--- src/rtl/uart_rx_fifo_param.sv ---
// UART receiver: 2-flop synchronizer, baud divider, oversampling FSM and FWFT RX FIFO.
// Define UART_RX_TIMEOUT_EN to build the character-timeout counter (otherwise timeout_o is tied 0).
module uart_rx_fifo_param #(
    parameter int unsigned FIFO_DEPTH = 16,
    parameter int unsigned OVERSAMPLE = 16,
    parameter int unsigned DIV_WIDTH  = 16
) (
    input  logic                          clk,
    input  logic                          rst_n,
    input  logic [DIV_WIDTH-1:0]          baud_div_i,
    input  logic [1:0]                    cfg_data_bits_i,
    input  logic                          cfg_parity_en_i,
    input  logic                          cfg_parity_odd_i,
    input  logic [$clog2(FIFO_DEPTH):0]   cfg_trig_lvl_i,
    input  logic                          rxd_i,
    input  logic                          rd_en_i,
    output logic [7:0]                    rd_data_o,
    output logic [2:0]                    rd_err_o,
    output logic                          rx_empty_o,
    output logic                          rx_full_o,
    output logic [$clog2(FIFO_DEPTH):0]   rx_count_o,
    output logic                          overrun_o,
    output logic                          rx_trig_o,
    output logic                          rts_o,
    output logic                          timeout_o
);

    localparam int unsigned PW  = $clog2(FIFO_DEPTH);
    localparam int unsigned CW  = PW + 1;
    localparam int unsigned OSW = $clog2(OVERSAMPLE);
    localparam logic [OSW-1:0] OS_LAST = OSW'(OVERSAMPLE - 1);
    localparam logic [OSW-1:0] OS_HALF = OSW'(OVERSAMPLE / 2 - 1);

    typedef enum logic [2:0] {IDLE, START, DATA, PARITY, STOP} state_t;

    logic rxd_meta, rxd_s, rxd_prev;
    always_ff @(posedge clk or negedge rst_n) begin
        if (!rst_n) begin
            rxd_meta <= 1'b1;
            rxd_s    <= 1'b1;
            rxd_prev <= 1'b1;
        end else begin
            rxd_meta <= rxd_i;
            rxd_s    <= rxd_meta;
            rxd_prev <= rxd_s;
        end
    end

    logic [DIV_WIDTH-1:0] div_cnt;
    logic                 tick, div_clr;
    assign tick = (div_cnt >= baud_div_i);

    // Divider restarts on start detection so bit sampling phase is frame-relative.
    always_ff @(posedge clk or negedge rst_n) begin
        if (!rst_n)                div_cnt <= '0;
        else if (div_clr || tick)  div_cnt <= '0;
        else                       div_cnt <= div_cnt + 1'b1;
    end

    state_t         state_q, state_d;
    logic [OSW-1:0] os_q, os_d;
    logic [2:0]     bit_q, bit_d;
    logic [7:0]     shreg_q, shreg_d;
    logic [1:0]     nb_q, nb_d;
    logic           pen_q, pen_d, podd_q, podd_d, pbit_q, pbit_d;
    logic           wait_q, wait_d, push_q, push_d;
    logic [10:0]    word_q, word_d;
    logic           last_bit, par_err, frm_err, brk;

    assign last_bit = (bit_q == (3'd4 + {1'b0, nb_q}));
    assign frm_err  = !rxd_s;
    assign par_err  = pen_q && (pbit_q != (^shreg_q ^ podd_q));
    assign brk      = (shreg_q == '0) && !(pen_q && pbit_q) && !rxd_s;

    always_comb begin
        state_d = state_q;
        os_d    = os_q;
        bit_d   = bit_q;
        shreg_d = shreg_q;
        nb_d    = nb_q;
        pen_d   = pen_q;
        podd_d  = podd_q;
        pbit_d  = pbit_q;
        wait_d  = wait_q;
        word_d  = word_q;
        push_d  = 1'b0;
        div_clr = 1'b0;
        case (state_q)
            IDLE: begin
                if (wait_q) begin
                    if (rxd_s) wait_d = 1'b0;
                end else if (rxd_prev && !rxd_s) begin
                    state_d = START;
                    os_d    = '0;
                    shreg_d = '0;
                    nb_d    = cfg_data_bits_i;
                    pen_d   = cfg_parity_en_i;
                    podd_d  = cfg_parity_odd_i;
                    div_clr = 1'b1;
                end
            end
            START: begin
                if (tick) begin
                    if (os_q == OS_HALF) begin
                        os_d    = '0;
                        bit_d   = '0;
                        state_d = rxd_s ? IDLE : DATA;
                    end else begin
                        os_d = os_q + 1'b1;
                    end
                end
            end
            DATA: begin
                if (tick) begin
                    if (os_q == OS_LAST) begin
                        os_d           = '0;
                        shreg_d[bit_q] = rxd_s;
                        if (last_bit) state_d = pen_q ? PARITY : STOP;
                        else          bit_d   = bit_q + 1'b1;
                    end else begin
                        os_d = os_q + 1'b1;
                    end
                end
            end
            PARITY: begin
                if (tick) begin
                    if (os_q == OS_LAST) begin
                        os_d    = '0;
                        pbit_d  = rxd_s;
                        state_d = STOP;
                    end else begin
                        os_d = os_q + 1'b1;
                    end
                end
            end
            STOP: begin
                if (tick) begin
                    if (os_q == OS_LAST) begin
                        os_d    = '0;
                        state_d = IDLE;
                        push_d  = 1'b1;
                        word_d  = {brk, frm_err, par_err, shreg_q};
                        wait_d  = frm_err;
                    end else begin
                        os_d = os_q + 1'b1;
                    end
                end
            end
            default: state_d = IDLE;
        endcase
    end

    always_ff @(posedge clk or negedge rst_n) begin
        if (!rst_n) begin
            state_q <= IDLE;
            os_q    <= '0;
            bit_q   <= '0;
            shreg_q <= '0;
            nb_q    <= '0;
            pen_q   <= 1'b0;
            podd_q  <= 1'b0;
            pbit_q  <= 1'b0;
            wait_q  <= 1'b0;
            push_q  <= 1'b0;
            word_q  <= '0;
        end else begin
            state_q <= state_d;
            os_q    <= os_d;
            bit_q   <= bit_d;
            shreg_q <= shreg_d;
            nb_q    <= nb_d;
            pen_q   <= pen_d;
            podd_q  <= podd_d;
            pbit_q  <= pbit_d;
            wait_q  <= wait_d;
            push_q  <= push_d;
            word_q  <= word_d;
        end
    end

    logic [10:0]   mem [FIFO_DEPTH];
    logic [10:0]   head;
    logic [PW-1:0] wr_ptr, rd_ptr;
    logic [CW-1:0] count;
    logic          pop, wr_en;

    assign pop   = rd_en_i && !rx_empty_o;
    assign wr_en = push_q && (!rx_full_o || pop);

    always_ff @(posedge clk) begin
        if (wr_en) mem[wr_ptr] <= word_q;
    end

    always_ff @(posedge clk or negedge rst_n) begin
        if (!rst_n) begin
            wr_ptr    <= '0;
            rd_ptr    <= '0;
            count     <= '0;
            overrun_o <= 1'b0;
        end else begin
            if (wr_en) wr_ptr <= wr_ptr + 1'b1;
            if (pop)   rd_ptr <= rd_ptr + 1'b1;
            if (wr_en && !pop)      count <= count + 1'b1;
            else if (!wr_en && pop) count <= count - 1'b1;
            overrun_o <= push_q && rx_full_o && !pop;
        end
    end

    assign head       = mem[rd_ptr];
    assign rx_empty_o = (count == '0);
    assign rx_full_o  = (count == CW'(FIFO_DEPTH));
    assign rx_count_o = count;
    assign rd_data_o  = rx_empty_o ? '0 : head[7:0];
    assign rd_err_o   = rx_empty_o ? '0 : head[10:8];
    assign rx_trig_o  = (cfg_trig_lvl_i != '0) && (count >= cfg_trig_lvl_i);
    assign rts_o      = (count >= CW'(FIFO_DEPTH - 2));

`ifdef UART_RX_TIMEOUT_EN
    localparam int unsigned TO_LIMIT = 40 * OVERSAMPLE;
    localparam int unsigned TOW      = $clog2(TO_LIMIT);
    logic [TOW-1:0] to_cnt;
    logic           to_q;

    always_ff @(posedge clk or negedge rst_n) begin
        if (!rst_n) begin
            to_cnt <= '0;
            to_q   <= 1'b0;
        end else if (push_q || pop || rx_empty_o) begin
            to_cnt <= '0;
            to_q   <= 1'b0;
        end else if (tick && state_q == IDLE && !to_q) begin
            if (to_cnt == TOW'(TO_LIMIT - 1)) to_q   <= 1'b1;
            else                              to_cnt <= to_cnt + 1'b1;
        end
    end
    assign timeout_o = to_q;
`else
    assign timeout_o = 1'b0;
`endif

endmodule

--- config.mk ---
export PLATFORM = sky130hd
export DESIGN_NAME = uart_rx_fifo_param
export DESIGN_NICKNAME = d
export VERILOG_FILES = /design/src/rtl/uart_rx_fifo_param.sv
export SDC_FILE = /design/constraint.sdc
export NUM_CORES = 1
export LEC_CHECK = 0
export CELL_PAD_IN_SITES_DETAIL_PLACEMENT = 0
export CELL_PAD_IN_SITES_GLOBAL_PLACEMENT = 1
export CORE_ASPECT_RATIO = 2
export CORE_UTILIZATION = 50
export CTS_BUF_LIST = sky130_fd_sc_hd__clkbuf_2
export CTS_CLUSTER_SIZE = 12
export DETAILED_ROUTE_END_ITERATION = 7
export HOLD_SLACK_MARGIN = 0.08
export PLACE_DENSITY_LB_ADDON = 0.1
export SYNTH_ARGS = -nofsm -noshare
export SYNTH_HDL_FRONTEND = slang
export SYNTH_SLANG_ARGS = --single-unit
--- constraint.sdc ---
create_clock -name clk -period 6.1 [get_ports clk]
set_input_delay 1.525 -clock clk [delete_from_list [all_inputs] [get_ports clk]]
set_output_delay 1.525 -clock clk [all_outputs]
set_load 0.005 [all_outputs]
# [Yosys cells after proc, flatten, opt, wreduce, memory -nomap -nowiden]
# Memories as Yosys holds them, arrays and structs flattened.
# Cells that the tools add are included.
[totals] out_inout_bits=22 wordCells=150 reg_bits=69 memories=1 in_bits=29 mem_bits_rw=176
[memory_table] name="mem" words=16 word_bits=11 read_ports=1 rd_ports_with_merged_regs=0 write_ports=1 line="181" source="logic [10:0] mem [FIFO_DEPTH];"
[classes] n_eq_ne=22 muxes=53 bitwise=2 n_addsub=8 reduce_logical=40 order_cmp=5
[op_table] op="two-way mux 3 bit" count=18
[op_table] op="two-way mux 8 bit" count=5
[op_table] op="two-way mux 4 bit" count=6
[op_table] op="!= test 2 bit (second input constant)" count=12
[op_table] op="adder 16 x 1 -> 16 bit (second input constant)" count=1
[op_table] op=">= comparator 16 bit" count=1
[op_table] op="two-way mux 16 bit" count=1
[op_table] op="one-hot mux 8 bit (2 select lines)" count=1
[op_table] op="one-hot mux 3 bit (5 select lines)" count=1
[op_table] op="logical AND 1 bit" count=13
[op_table] op="two-way mux 1 bit" count=13
[op_table] op="adder 4 x 1 -> 4 bit (second input constant)" count=3
[op_table] op="one-hot mux 4 bit (3 select lines)" count=1
[op_table] op="AND reduction 3 bit" count=4
[op_table] op="AND reduction 11 bit" count=1
[op_table] op="two-way mux 5 bit" count=2
[op_table] op="AND reduction 5 bit" count=2
[op_table] op="bitwise mux 8 bit" count=1
[op_table] op="logical NOT 8 bit" count=1
[op_table] op="nonzero test 2 bit" count=4
[op_table] op="parity 8 bit" count=1
[op_table] op="== test 3 x 2 -> 1 bit (second input constant)" count=2
[op_table] op="logical NOT 1 bit" count=6
[op_table] op="one-hot mux 3 bit (2 select lines)" count=1
[op_table] op="28 further kinds" count=29

# [Longest topological paths before layout]
# Gate-level depths: netlist (run 1).
[logic_depth] word_depth=9 depth_mapped=12 depth_no_buf=12

# [Worst setup path after synthesis (run 1)]
# OpenSTA, ideal clock, no wires.
[synth_timing] path_type="input to output" from="input port cfg_trig_lvl_i[0]" to="output port rx_trig_o" setup_slack_ns=1.993 stages=7 arrival_ns=2.582 required_time_ns=4.575 path_buffers=0 cell_sequence="ha_1 -> nand2b_1 -> a21o_1 -> a21o_1 -> a21o_1 -> a21oi_1 -> a21oi_1"
[synth_via] elab_chain_len=2 word_cells_on_any_way=3 classes_between="order compare (1); reduce/logical (2)"
[synth_rtl] item="from (decl)" line="14" source="input logic [$clog2(FIFO_DEPTH):0] cfg_trig_lvl_i,"
[synth_rtl] item=">= comparator 5 bit / nonzero test 5 bit (equally long branches)" line="215" source="assign rx_trig_o = (cfg_trig_lvl_i != '0) && (count >= cfg_trig_lvl_i);"
[synth_rtl] item="logical AND 1 bit *" line="215"
[synth_rtl] item="to (decl)" line="23" source="output logic rx_trig_o,"
# Every way passes the cells marked *; elsewhere a longest branch is shown, timed or not.

# [Worst setup path in the final report (run 1)]
# Same ends and word-level chain as after synthesis.

==> impl_metrics.json, run 1 <==
{
  "drive_above_1_share": 0.206,
  "share_seq_of_total_power": 0.550,
  "mostFrequentLayoutCells": "edfxtp_1, clkbuf_2, dfrtp_1",
  "met3_usage": 0.0312,
  "startpoint_type": "input pin",
  "firstDrtPassIters": 6,
  "fillers": 1744,
  "nets": 830,
  "register_area_um2": 7020,
  "dp_hpwl_um": 15300,
  "multi_input_area_um2": 3550,
  "cp_slowest_stage_delay_ps": 460,
  "r2r_slack_ps": 2790,
  "powerDensity_nw_per_um2": 303,
  "clk_pin_slew_ps": 80,
  "drc_errors": 0,
  "cts_made_buffers": 51,
  "crit_path_top_delay_cell": "clkdlybuf4s50_1",
  "path_cells": "clkdlybuf4s50_1 > ha_1 > nand2b_1 > a21o_1 > a21o_1 > a21o_1 > a21oi_1 > a21oi_1 > clkdlybuf4s50_1",
  "grt.overflow.total": 0,
  "dieArea_um2": 22300,
  "die_h_um": 210,
  "grt_pass1_vias": 6808,
  "antenna_found_initial": 1,
  "fin_crit_ps": 5050,
  "cts_root_buffer": "clkbuf_2",
  "rsz0062_at_grt": "no",
  "synth_edf_count": 176,
  "rows": 75,
  "ir_worst_vdd_mv": 0.188,
  "syn_inst": 683,
  "post_cts_resized": 0,
  "p_clk_frac": 0.267,
  "syn-cell-area_um2": 10900,
  "use_met1": 0.219,
  "critPathMostFrequentCell": "a21o_1",
  "grt_pass1_wl_um": 36000,
  "cts_tree": "done",
  "cp.arrival_ps": 3530,
  "cp-end-kind": "primary output",
  "wl_per_cell_um": 21.1,
  "leakage_nw": 4.88,
  "portBuffers": 49,
  "path_class": "input pin to primary output",
  "clock_latency_ps": 830,
  "fin_setup_tns_ps": 0,
  "p_int_mw": 2.61,
  "ant_nets": 0,
  "syn_to_final_growth_pct": 11.2,
  "grt_usage": 0.217,
  "fin_skew_ps": 69.0,
  "ys_ff_latch": 245,
  "ys_seq_area_frac": 0.646,
  "finalCritPeriodShare": 0.828,
  "grtUsageMet2": 0.429,
  "relSlewSlack": 0.382,
  "cts_sinks": 245,
  "boundaryPins": 51,
  "avgSynthCellArea_um2": 15.9,
  "gp_congestion": 0.777,
  "cts.path.max_buffers": 3,
  "required_ps": 4580,
  "coreArea_um2": 21100,
  "cp_max_fo": 2,
  "ys_warn_count": 0,
  "grt_max_degree": 70,
  "p_sw_mw": 1.05,
  "start_util": 0.514,
  "hold_depth": 0,
  "slew_viol_final": 0,
  "die_width_um": 106,
  "utilization": 0.572,
  "setup_viol": 0,
  "hold_viol": 0,
  "busiest_layer": "met2",
  "whs_ps": 364,
  "hold_buffers": 0,
  "worst_pin_slew_ps": 928,
  "async_reset_ff_frac": 0.282,
  "ys.flop_type": "edfxtp_1",
  "reg2reg_depth": 12,
  "drt_iter0_drc": 277,
  "synth.distinct_cells": 59,
  "vias": 6072,
  "h-tree-depth": 2,
  "max_freq_ghz": 0.198,
  "syn_nets": 750,
  "hp-class": "flop to flop",
  "status": "completed",
  "wl_um": 22600,
  "post-cts-setup-buffers": 0,
  "combinationalPowerShare": 0.183,
  "viasPerCell": 5.67,
  "drv_cap": 0,
  "swShare": 0.287,
  "layout_commonest_cell": "edfxtp_1"
}
[area by class of cell]
type,instances,area share
flip-flops and latches,245,0.581
multi-input cells,367,0.294
repair buffers,52,0.0433
clock buffers,76,0.0315
well taps,269,0.0279
inverters,46,0.0143
clock inverters,15,0.00726
diodes,1,0.000207
[synthesized netlist by cell type (3+ instances only)]
| library cell | instances | area [um^2] |
|---|---|---|
| a21o_1 | 7 | 52.6 |
| a21oi_1 | 12 | 60.1 |
| a31oi_1 | 4 | 25.0 |
| a32o_1 | 3 | 30.0 |
| and2_1 | 18 | 113 |
| and3_1 | 7 | 43.8 |
| buf_2 | 6 | 30.0 |
| clkbuf_1 | 15 | 56.3 |
| dfrtp_1 | 66 | 1650 |
| dfstp_2 | 3 | 78.8 |
| edfxtp_1 | 176 | 5290 |
| ha_1 | 37 | 463 |
| inv_1 | 45 | 169 |
| mux2_2 | 8 | 90.1 |
| mux2_4 | 7 | 105 |
| mux2i_1 | 9 | 90.1 |
| mux4_2 | 55 | 1240 |
| nand2_1 | 34 | 128 |
| nand2b_1 | 3 | 18.8 |
| nand3_1 | 14 | 70.1 |
| nand4_1 | 15 | 93.8 |
| nor2_1 | 28 | 105 |
| nor2b_1 | 18 | 113 |
| nor3_1 | 8 | 40.0 |
| nor3b_1 | 4 | 30.0 |
| nor4_1 | 4 | 25.0 |
| o21ai_0 | 13 | 65.1 |
| xnor2_1 | 20 | 175 |
| xor2_1 | 12 | 105 |
[worst paths after layout]
path                                   start            end
max                        cfg_trig_lvl_i[0]      rx_trig_o
min                                 rxd_meta          rxd_s
max reg2reg                    rx_count_o[0]  rx_count_o[4]
min reg2reg                         rxd_meta          rxd_s
max in group asynchronous              rst_n      rd_ptr[1]
min in group asynchronous              rst_n        nb_q[1]
[metal layers]
metal  wire length [um]  vias to the layer above
met2              13500                      129
met5                  0                        -
met3                781                       52
met4                672                        0
li1                   -                     2798
met1               7610                     3093
[logic make-up after synthesis]
group / Yosys count / synth area share
XOR/XNOR: 32 / 0.0258
multiplexers: 79 / 0.140
flip-flops: 245 / 0.646
AND/OR/NAND/NOR: 157 / 0.0755
adder cells (fa/ha/maj): 38 / 0.0445
AO/OA/AOI/OAI: 60 / 0.0403
buffers and inverters: 71 / 0.0270
other: 1 / 0.000345
[power groups by stage]
stage	logic (mW)	registers (mW)	clock network (mW)
6_report	0.670	2.01	0.975
3_3_place_gp	0.666	2.05	0
3_5_place_dp	0.682	2.06	0
5_1_grt	0.738	2.04	1.06
2_1_floorplan	0.549	1.91	0
4_1_cts	0.684	2.02	1.01
[through the flow]
step	instance area (um^2)	power (mW)	instances	setup WS [ps]
global placement	11600	2.72	979	1060
global route	12100	3.84	1071	884
detailed placement	11600	2.74	979	1050
finish	12100	3.66	1071	1050
CTS	12100	3.72	1070	973
floorplan	10900	2.46	683	1990
[flip-flops by register name (all words and copies together) (netlist names), 2 cells and up]
| register | count |
|---|---|
| mem | 176 |
| wr_ptr | 4 |
| state_q | 3 |
| word_q | 11 |
| nb_q | 2 |
| rd_ptr | 4 |
| shreg_q | 8 |
| div_cnt | 16 |
| bit_q | 3 |
| os_q | 4 |
| rx_count_o | 5 |
[worst max-delay path, delay by kind of cell]
family / cells / cell delay (ps)
buf+inv: 2 / 890
compound gates: 5 / 680
fa+ha+maj: 1 / 290
simple gates: 1 / 140
Power figures use the tool's default switching activity.
==> run 2: changes to the inputs <==
- clock period: 6.1 -> 5 ns (I/O delays scaled with it)
==> impl_metrics.json, run 2 (same netlist as run 1, synthesis figures left out) <==
{
  "powerDensity_nw_per_um2": 381,
  "hold_path_startpoint": "rxd_meta",
  "largest_register_ff_count": 176,
  "register_area_um2": 7020,
  "hp-class": "flop to flop",
  "worst_pin_slew_ps": 927,
  "grt.overflow.total": 0,
  "reg2reg_depth": 12,
  "start_util": 0.514,
  "crit_path_top_delay_cell": "dfrtp_2",
  "drc_errors": 0,
  "clock_latency_ps": 840,
  "ir_worst_vdd_mv": 0.223,
  "cp_max_fo": 28,
  "rows": 75,
  "fin_crit_ps": 4690,
  "nets": 833,
  "wl_per_cell_um": 21.3,
  "wl_um": 22800,
  "whs_ps": 363,
  "coreArea_um2": 21100,
  "status": "completed",
  "h-tree-depth": 2,
  "ant_nets": 0,
  "cts_made_buffers": 52,
  "combinationalPowerShare": 0.186,
  "slew_viol_final": 0,
  "layout_commonest_cell": "edfxtp_1",
  "cts_tree": "done",
  "die_width_um": 106,
  "dieArea_um2": 22300,
  "post-cts-setup-buffers": 0,
  "cp-end-kind": "primary output",
  "grt_pass1_wl_um": 36100,
  "rsz0062_at_grt": "no",
  "worst-path-buf-inv": 2,
  "firstDrtPassIters": 4,
  "required_ps": 3750,
  "r2r-end": "rx_count_o[4]",
  "hold_buffers": 0,
  "relSlewSlack": 0.382,
  "setup_viol": 0,
  "fillers": 1711,
  "die_h_um": 210,
  "grt_max_degree": 70,
  "fin_skew_ps": 96.0,
  "startpoint_type": "flop",
  "fin_setup_tns_ps": 0,
  "hold_depth": 0,
  "critPathMostFrequentCell": "mux4_2",
  "cts_root_buffer": "clkbuf_2",
  "post_cts_resized": 0,
  "p_sw_mw": 1.31,
  "drv_cap": 0,
  "antenna_found_initial": 1,
  "dp_hpwl_um": 15100,
  "hold_viol": 0,
  "swShare": 0.282,
  "cts.path.max_buffers": 3,
  "path_cells": "buf_12 > mux4_2 > mux4_2 > nor2b_1 > clkdlybuf4s50_1",
  "crit_family": "multiplexers",
  "syn_to_final_growth_pct": 12.0,
  "boundaryPins": 51,
  "path_class": "flop to primary output",
  "viasPerCell": 5.62,
  "timing.final.ws_setup_ps": 310,
  "hold_path_end": "rxd_s",
  "gp_congestion": 0.779,
  "cp_slowest_stage_delay_ps": 710,
  "critPathLaunch": "rd_ptr[0]",
  "clk_pin_slew_ps": 110,
  "pre_cts_ws_ps": 459,
  "mostFrequentLayoutCells": "edfxtp_1, clkbuf_2, dfrtp_1",
  "multi_input_area_um2": 3550,
  "rr_startpoint": "rx_count_o[1]",
  "drt_iter0_drc": 209,
  "share_seq_of_total_power": 0.521,
  "p_clk_frac": 0.293,
  "p_total_mw": 4.63,
  "finalCritPeriodShare": 0.938,
  "r2r_slack_ps": 1800,
  "drive_above_1_share": 0.212,
  "vias": 6023,
  "max_freq_ghz": 0.213,
  "cts_sinks": 245,
  "p_int_mw": 3.32,
  "regMostFlops": "mem",
  "grt_usage": 0.219,
  "leakage_nw": 4.92,
  "portBuffers": 49,
  "cp.arrival_ps": 3440,
  "largest_registers": "mem: 176 flops, div_cnt: 16 flops, word_q: 11 flops",
  "grt_pass1_vias": 6610
}
==> run 2: changes by cell type in the layout (fill, tap and decap cells not counted) <==
cell,previous run,this run
clkinv_2,0,6
clkbuf_2,76,71
clkinv_1,13,9
bufinv_16,1,4
buf_4,3,5
clkinv_4,1,0
inv_2,1,0
inv_6,0,1
==> run 2: routing by layer <==
layer	vias to the layer above	part of all wire	track usage
li1	2787	-	-
met1	3059	0.34	0.230
met2	139	0.60	0.422
met3	38	0.036	0.0315
met4	0	0.025	0.0948
met5	-	0	0
==> run 2: worst max-delay path by stage <==
stage / end / cells past startpoint
2_1_floorplan: rx_trig_o / 7
4_1_cts: rd_data_o[4] / 5
6_report: rd_data_o[4] / 5
3_5_place_dp: rx_trig_o / 9
3_3_place_gp: rx_trig_o / 9
5_1_grt: rd_data_o[4] / 5
==> run 2: cell type report <==
class	instances	share of cell area
Tap cell	269	0.0277
Clock inverter	19	0.0155
Timing Repair Buffer	54	0.0442
Inverter	46	0.0142
Antenna cell	1	0.000206
Multi-Input combinational cell	367	0.292
Sequential cell	245	0.577
Clock buffer	71	0.0292
==> run 2: power by group through the flow <==
stage	logic [mW]	registers, mW	clock network (mW)
floorplan	0.669	2.33	0
global placement	0.859	2.46	0
detailed placement	0.881	2.47	0
CTS	0.885	2.42	1.40
global route	0.957	2.44	1.47
finish	0.859	2.41	1.36
==> run 2: per-stage QoR <==
step           cells   util  instance area [um^2]
2_1_floorplan    683      -                 10900
4_1_cts         1071  0.576                 12200
3_5_place_dp     981  0.550                 11600
6_report        1072  0.576                 12200
5_1_grt         1072  0.576                 12200
3_3_place_gp     981  0.550                 11600
